--- config.mk ---
export PLATFORM = sky130hd
export DESIGN_NAME = alu8_sequencer
export DESIGN_NICKNAME = d
export VERILOG_FILES = /design/src/rtl/alu8_sequencer.sv
export SDC_FILE = /design/constraint.sdc
export NUM_CORES = 1
export LEC_CHECK = 0
export BUFFER_PORTS_ARGS = -buffer_cell sky130_fd_sc_hd__buf_2
export CORE_MARGIN = 5
export CORE_UTILIZATION = 30
export CTS_CLUSTER_DIAMETER = 60
export DETAILED_ROUTE_END_ITERATION = 16
export GPL_ROUTABILITY_DRIVEN = 1
export PLACE_DENSITY_LB_ADDON = 0.2
export SLEW_MARGIN = 10
export SYNTH_ARGS = -nofsm -noshare
export SYNTH_HDL_FRONTEND = slang
export SYNTH_SLANG_ARGS = --single-unit
--- constraint.sdc ---
create_clock -name clk -period 4.59 [get_ports clk]
set_input_delay 0.6885 -clock clk [delete_from_list [all_inputs] [get_ports clk]]
set_output_delay 0.6885 -clock clk [all_outputs]
set_load 0.005 [all_outputs]
--- src/rtl/alu8_sequencer.sv ---
// Request/response front-end for an external 8-bit combinational ALU.
// Registers operands, waits a fixed settle time, captures result and flags.
module alu8_sequencer #(
   parameter int SETTLE_CYCLES = 1,
   parameter int CNT_W         = 16
) (
   input  logic             clk,
   input  logic             rst_n,
   input  logic             req_valid,
   output logic             req_ready,
   input  logic [7:0]       req_a,
   input  logic [7:0]       req_b,
   input  logic [2:0]       req_op,
   input  logic             req_chain,
   output logic [7:0]       alu_a,
   output logic [7:0]       alu_b,
   output logic [2:0]       alu_op,
   input  logic [7:0]       alu_z,
   input  logic             alu_cout,
   input  logic             alu_ov,
   input  logic             alu_sign,
   output logic             rsp_valid,
   input  logic             rsp_ready,
   output logic [7:0]       rsp_z,
   output logic [3:0]       rsp_flags,
   output logic [CNT_W-1:0] op_count
);

   typedef enum logic [1:0] {IDLE, EXEC, RESP} state_t;

   localparam logic [3:0] SETTLE_LD = 4'(SETTLE_CYCLES - 1);

   state_t           state_q, state_d;
   logic [3:0]       cnt_q, cnt_d;
   logic [7:0]       a_q, a_d, b_q, b_d;
   logic [2:0]       op_q, op_d;
   logic [7:0]       acc_q, acc_d;
   logic [7:0]       z_q, z_d;
   logic [3:0]       flags_q, flags_d;
   logic [CNT_W-1:0] ops_q, ops_d;

   logic accept, capture, done;

   assign accept  = (state_q == IDLE) && req_valid;
   assign capture = (state_q == EXEC) && (cnt_q == 4'd0);
   assign done    = (state_q == RESP) && rsp_ready;

   // State register and datapath registers
   always_ff @(posedge clk) begin
      if (!rst_n) begin
         state_q <= IDLE;
         cnt_q   <= 4'd0;
         a_q     <= 8'h00;
         b_q     <= 8'h00;
         op_q    <= 3'd0;
         acc_q   <= 8'h00;
         z_q     <= 8'h00;
         flags_q <= 4'h0;
         ops_q   <= '0;
      end else begin
         state_q <= state_d;
         cnt_q   <= cnt_d;
         a_q     <= a_d;
         b_q     <= b_d;
         op_q    <= op_d;
         acc_q   <= acc_d;
         z_q     <= z_d;
         flags_q <= flags_d;
         ops_q   <= ops_d;
      end
   end

   // Next state
   always_comb begin
      state_d = state_q;
      case (state_q)
         IDLE:    if (req_valid) state_d = EXEC;
         EXEC:    if (cnt_q == 4'd0) state_d = RESP;
         RESP:    if (rsp_ready) state_d = IDLE;
         default: state_d = IDLE;
      endcase
   end

   // Datapath next values; ALU inputs hold until the next accept
   always_comb begin
      cnt_d   = cnt_q;
      a_d     = a_q;
      b_d     = b_q;
      op_d    = op_q;
      acc_d   = acc_q;
      z_d     = z_q;
      flags_d = flags_q;
      ops_d   = ops_q;
      if (accept) begin
         a_d   = req_chain ? acc_q : req_a;
         b_d   = req_b;
         op_d  = req_op;
         cnt_d = SETTLE_LD;
      end
      if ((state_q == EXEC) && (cnt_q != 4'd0))
         cnt_d = cnt_q - 4'd1;
      if (capture) begin
         z_d     = alu_z;
         flags_d = {alu_ov, alu_cout, alu_sign, (alu_z == 8'h00)};
         acc_d   = alu_z;
      end
      if (done && (ops_q != {CNT_W{1'b1}}))
         ops_d = ops_q + 1'b1;
   end

   // Outputs
   always_comb begin
      req_ready = (state_q == IDLE);
      rsp_valid = (state_q == RESP);
   end

   assign alu_a     = a_q;
   assign alu_b     = b_q;
   assign alu_op    = op_q;
   assign rsp_z     = z_q;
   assign rsp_flags = flags_q;
   assign op_count  = ops_q;

endmodule

Yosys cells after proc, flatten, opt, wreduce, memory -nomap -nowiden
Cells that the tools add are included.
{"block": "word_totals", "ff_bits": 53, "latchBits": 0, "ramBits": 0, "mem_bits_ro": 0, "input_bits": 35, "out_inout_bits": 49, "wordCells": 34, "n_memories": 0}
{"block": "classes", "n_addsub": 2, "mul": 0, "n_div": 0, "magnitude_cmp": 0, "eq_ne": 6, "shift": 0, "muxes": 7, "bitwise_logic": 0, "n_reduce_logical": 11}
{"cell": "$add A16 B1 Y16 const B", "n": 1}
{"cell": "$ne A16 B16 Y1 const B", "n": 1}
{"cell": "$logic_not A8 Y1", "n": 1}
{"cell": "$mux W4", "n": 2}
{"cell": "$mux W8", "n": 1}
{"cell": "$mux W2", "n": 3}
{"cell": "$pmux W2 S3", "n": 1}
{"cell": "$logic_and A1 B1 Y1", "n": 5}
{"cell": "$logic_not A4 Y1", "n": 1}
{"cell": "$ne A2 B1 Y1 const B", "n": 2}
{"cell": "$reduce_bool A4 Y1", "n": 1}
{"cell": "$sub A4 B1 Y4 const B", "n": 1}
{"cell": "$reduce_and A3 Y1", "n": 1}
{"cell": "$eq A2 B1 Y1 const B", "n": 1}
{"cell": "$eq A2 B2 Y1 const B", "n": 1}
{"cell": "$logic_not A2 Y1", "n": 1}
{"cell": "$ne A2 B2 Y1 const B", "n": 1}
{"cell": "$reduce_bool A2 Y1", "n": 1}

Longest topological paths before layout
{"block": "depth", "word_depth": 4, "ltp_mapped": 7, "depth_no_buf": 6}

Worst setup path after synthesis
No wires, ideal clock.
{"block": "synth_path", "path_kind": "input to register", "from": "input port rsp_ready", "to": "register ops_q[15], in the netlist op_count[15]", "setup_time_ns": 0.115, "t_arrival_ns": 2.045, "required_ns": 4.475, "slack_ns": 2.430, "stages": 5, "n_path_buf": 1, "cell_sequence": "nand3b_1 -> or4_1 -> buf_2 -> or4_1 -> and3_1"}
{"block": "synth_between", "elab_chain_cells": 2}
{"element": "start: declaration", "line_no": "23", "text": "input logic rsp_ready,"}
{"element": "$logic_and A1 B1 Y1", "line_no": "46", "text": "assign done = (state_q == RESP) && rsp_ready;"}
{"element": "$logic_and A1 B1 Y1", "line_no": "107", "text": "if (done && (ops_q != {CNT_W{1'b1}}))"}
{"element": "end signal: assignment", "line_no": "69", "text": "ops_q <= ops_d;"}
{"element": "end: declaration", "line_no": "40", "text": "logic [CNT_W-1:0] ops_q, ops_d;"}
Every way passes these cells.
A chain may end at the register's enable or synchronous reset.

Worst setup path in the final report
{"block": "layout_path", "from": "register state_q[0]", "to": "register ops_q[15], in the netlist op_count[15]"}
{"block": "layout_between", "elab_chain_cells": 3}
{"element": "start: declaration", "line_no": "33", "text": "state_t state_q, state_d;"}
{"element": "start signal: assignment", "line_no": "61", "text": "state_q <= state_d;"}
{"element": "$eq A2 B2 Y1", "line_no": "46"}
{"element": "$logic_and A1 B1 Y1", "line_no": "46"}
{"element": "$logic_and A1 B1 Y1", "line_no": "107"}
Every way passes these cells.

==> reports/metrics.cfg <==
[route]
vias=2151
drt_iter0_markers=78
vias_per_cell=4.801
wl_mm=5.796
wire_per_inst_um=12.94
drc_errors=0
ant_nets=0
first_pass_iters=4

[clock_network]
clockBufferDepth=2
cts_hold_buf=0
cts_tree=done
clk_latency_ns=0.31
post-cts-setup-buffers=0
clock_sinks=53
htreeDepth=2
cts-resized-gates=0
path_clk_slew_ns=0.10
numCtsBuffers=5
clk_root_buffer_cell=clkbuf_8

[critical_path]
timing.rr.start=state_q[0]$_SDFFE_PN0P_
cp.arrival_ns=2.53
cp-end-kind=register
r2r_slack_ns=2.26
crit_chain=nand3b_1, or4_1, or4_1, and3_1
slowest_stage=or4_1
worstReg2RegEnd=op_count[15]$_SDFFE_PN0P_
r2r_cells=4
crit_top_cell=or4_1
cp-start-kind=register
cp_slowest_stage_delay_ns=0.75
path_class=reg2reg
crit_fanout=11
cp_data_required_time_ns=4.79

[placed_design]
dp_hpwl_mm=4.277
globalplace.congestion=0.7460
port_buffers=83
dpl_cell_area_mm2=0.002798
pre_cts_ws_ns=1.949
dp.cells=441

[power_and_ir_drop]
cellPowerDensity_mw_per_mm2=293.2
power.total_uw=846.8
ir_drop_v=0.0001261
leakage_uw=0.001205

[synthesis]
synth_area_leaders=dfxtp_1 46%, a21oi_1 7.2%, nand2_1 6.3%
ys.flop_type=dfxtp_1
netlist_top_cells_count=53 x dfxtp_1, 39 x nand2_1, 33 x a21oi_1
synth_edf_count=0
netlist_instances=271
ys_ff_latch=53
synthArstFlopShare_pct=0
synth_most_common_cell=dfxtp_1
yosys_warnings=0
syn_avg_cell_area_um2=8.514
yosysTopAreaCell=dfxtp_1
ys_seq_area_share_pct=45.99
syn-num-nets=308
synth_area_mm2=0.002307
synth_top_area_share_pct=45.99
synth.distinct_cells=40

[global_routing]
grt-ovfl-total=0
grt_start_max_net_pins=31
grt_usage_pct=12.22
grt_pass1_wl_mm=9.804
antenna_found_initial=0
grt_pass1_vias=2092

[die]
fp-row-count=32
die_height_um=97.70
ios=84
initial_core_util_pct=30.33
fp.coreArea_mm2=0.007607
dieWidth_um=97.70
dieArea_mm2=0.009544

[sta]
maxClockFrequency_ghz=0.4284
finClkSkew_ns=0.01157
period_share_pct=50.86
fin_ws_ns=2.256
worstMarginPinSlew_ns=1.029
finalSetupTns_ns=0
final-hold-violation-count=0
relSlewSlack_pct=31.43
rsz0062_at_grt=false
setup_viol=0
slew_violations=0
period_needed_ns=2.334

[final_layout]
fin_nets=383
finalNonFillerCells=448
antennaDiodeCount=0
drive_gt1_share_pct=29.19
postLayoutCellArea_mm2=0.002888
syn_to_final_growth_pct=25.16

[min_path]
min_path_type=reg2reg
hp-start=alu_b[1]$_SDFFE_PN0P_
holdPathStages=2
hold_end=alu_b[1]$_SDFFE_PN0P_

[job]
maxCapViolations=0

[status]
status=complete, no violations

==> flip-flops by register name, indices dropped and copies added, names as in the netlist <==
| name | cells |
|---|---|
| op_count | 16 |
| alu_a | 8 |
| alu_b | 8 |
| rsp_z | 8 |
| cnt_q | 4 |
| rsp_flags | 4 |
| alu_op | 3 |
| state_q | 2 |
==> cells in the final DEF (no fill, tap or decap), types with 2 or more instances in the layout <==
| master | instances |
|---|---|
| a21oi_1 | 33 |
| o21ai_0 | 6 |
| or3_1 | 3 |
| o41ai_1 | 2 |
| or3b_2 | 2 |
| nor3b_1 | 2 |
| mux2i_1 | 12 |
| buf_4 | 2 |
| nand2b_1 | 2 |
| nand4_1 | 6 |
| inv_1 | 8 |
| nor4_1 | 4 |
| nand2_1 | 39 |
| nor3_1 | 4 |
| o31ai_1 | 5 |
| nand3_1 | 11 |
| o21a_1 | 4 |
| mux2_2 | 2 |
| dfxtp_1 | 53 |
| or4_1 | 8 |
| nor2_1 | 19 |
| ha_1 | 2 |
| buf_2 | 83 |
| clkbuf_8 | 5 |
| and4_1 | 2 |
| and2b_1 | 2 |
| a211oi_1 | 9 |
| or2_2 | 2 |
==> how the worst max path moves through the flow <==
| stage | startpoint | endpoint | slack [ns] | cells after the start |
|---|---|---|---|---|
| 3_5_place_dp | rsp_ready | op_count[15]$_SDFFE_PN0P_ | 1.95 | 5 |
| 3_3_place_gp | rsp_ready | op_count[15]$_SDFFE_PN0P_ | 1.99 | 5 |
| 5_1_grt | state_q[1]$_SDFFE_PN0P_ | op_count[11]$_SDFFE_PN0P_ | 2.14 | 4 |
| 4_1_cts | state_q[0]$_SDFFE_PN0P_ | op_count[15]$_SDFFE_PN0P_ | 2.25 | 4 |
| 2_1_floorplan | rsp_ready | op_count[15]$_SDFFE_PN0P_ | 2.43 | 5 |
| 6_report | state_q[0]$_SDFFE_PN0P_ | op_count[15]$_SDFFE_PN0P_ | 2.26 | 4 |
==> kinds of logic (layout without fill, tap and decap cells) <==
logic type / count (synthesis) / after routing / share of synthesized area (%)
AO/OA/AOI/OAI: 63 / 63 / 16.87
XOR/XNOR: 1 / 1 / 0.3797
adder cells (fa/ha/maj): 2 / 2 / 1.084
buffers and inverters: 25 / 100 / 4.230
flip-flops: 53 / 53 / 45.99
multiplexers: 14 / 14 / 6.182
AND/OR/NAND/NOR: 113 / 113 / 25.27
==> layer usage <==
layer  GRT usage (%)  vias up  wire length (um)
met5               0        -                 0
met2           20.88       37              2907
met3           3.518        5               278
met4           4.366        0                78
li1                -     1126                 -
met1           14.55      983              2531
==> final cells by class <==
class                      instances  area, um2
tap                              102      127.6
clock inverter                     1      8.758
timing repair buffer              85      430.4
sequential                        53       1061
inverter                           8      30.03
multi-input combinational        193       1157
fill                             825       4720
clock buffer                       6      72.57
==> worst max-delay path, delay by kind of cell, from the launching register on <==
kind / cells / cell delay, ns
simple gates: 4 / 1.86
flops: 1 / 0.37
==> stage by stage <==
stage,util [%],hold slack (ns)
floorplan,-,0.4527
global placement,36.78,0.4403
detailed placement,36.78,0.4459
CTS,37.85,0.4616
global route,37.96,0.4854
finish,37.96,0.4569
==> power by group <==
| group | total [uW] | switching, uW | internal [uW] |
|---|---|---|---|
| clock network | 257 | 151 | 106 |
| registers | 491 | 11.1 | 480 |
| logic | 98.9 | 53.7 | 45.1 |
| total | 847 | 216 | 631 |
No activity file was read; power rests on OpenSTA's default activity.
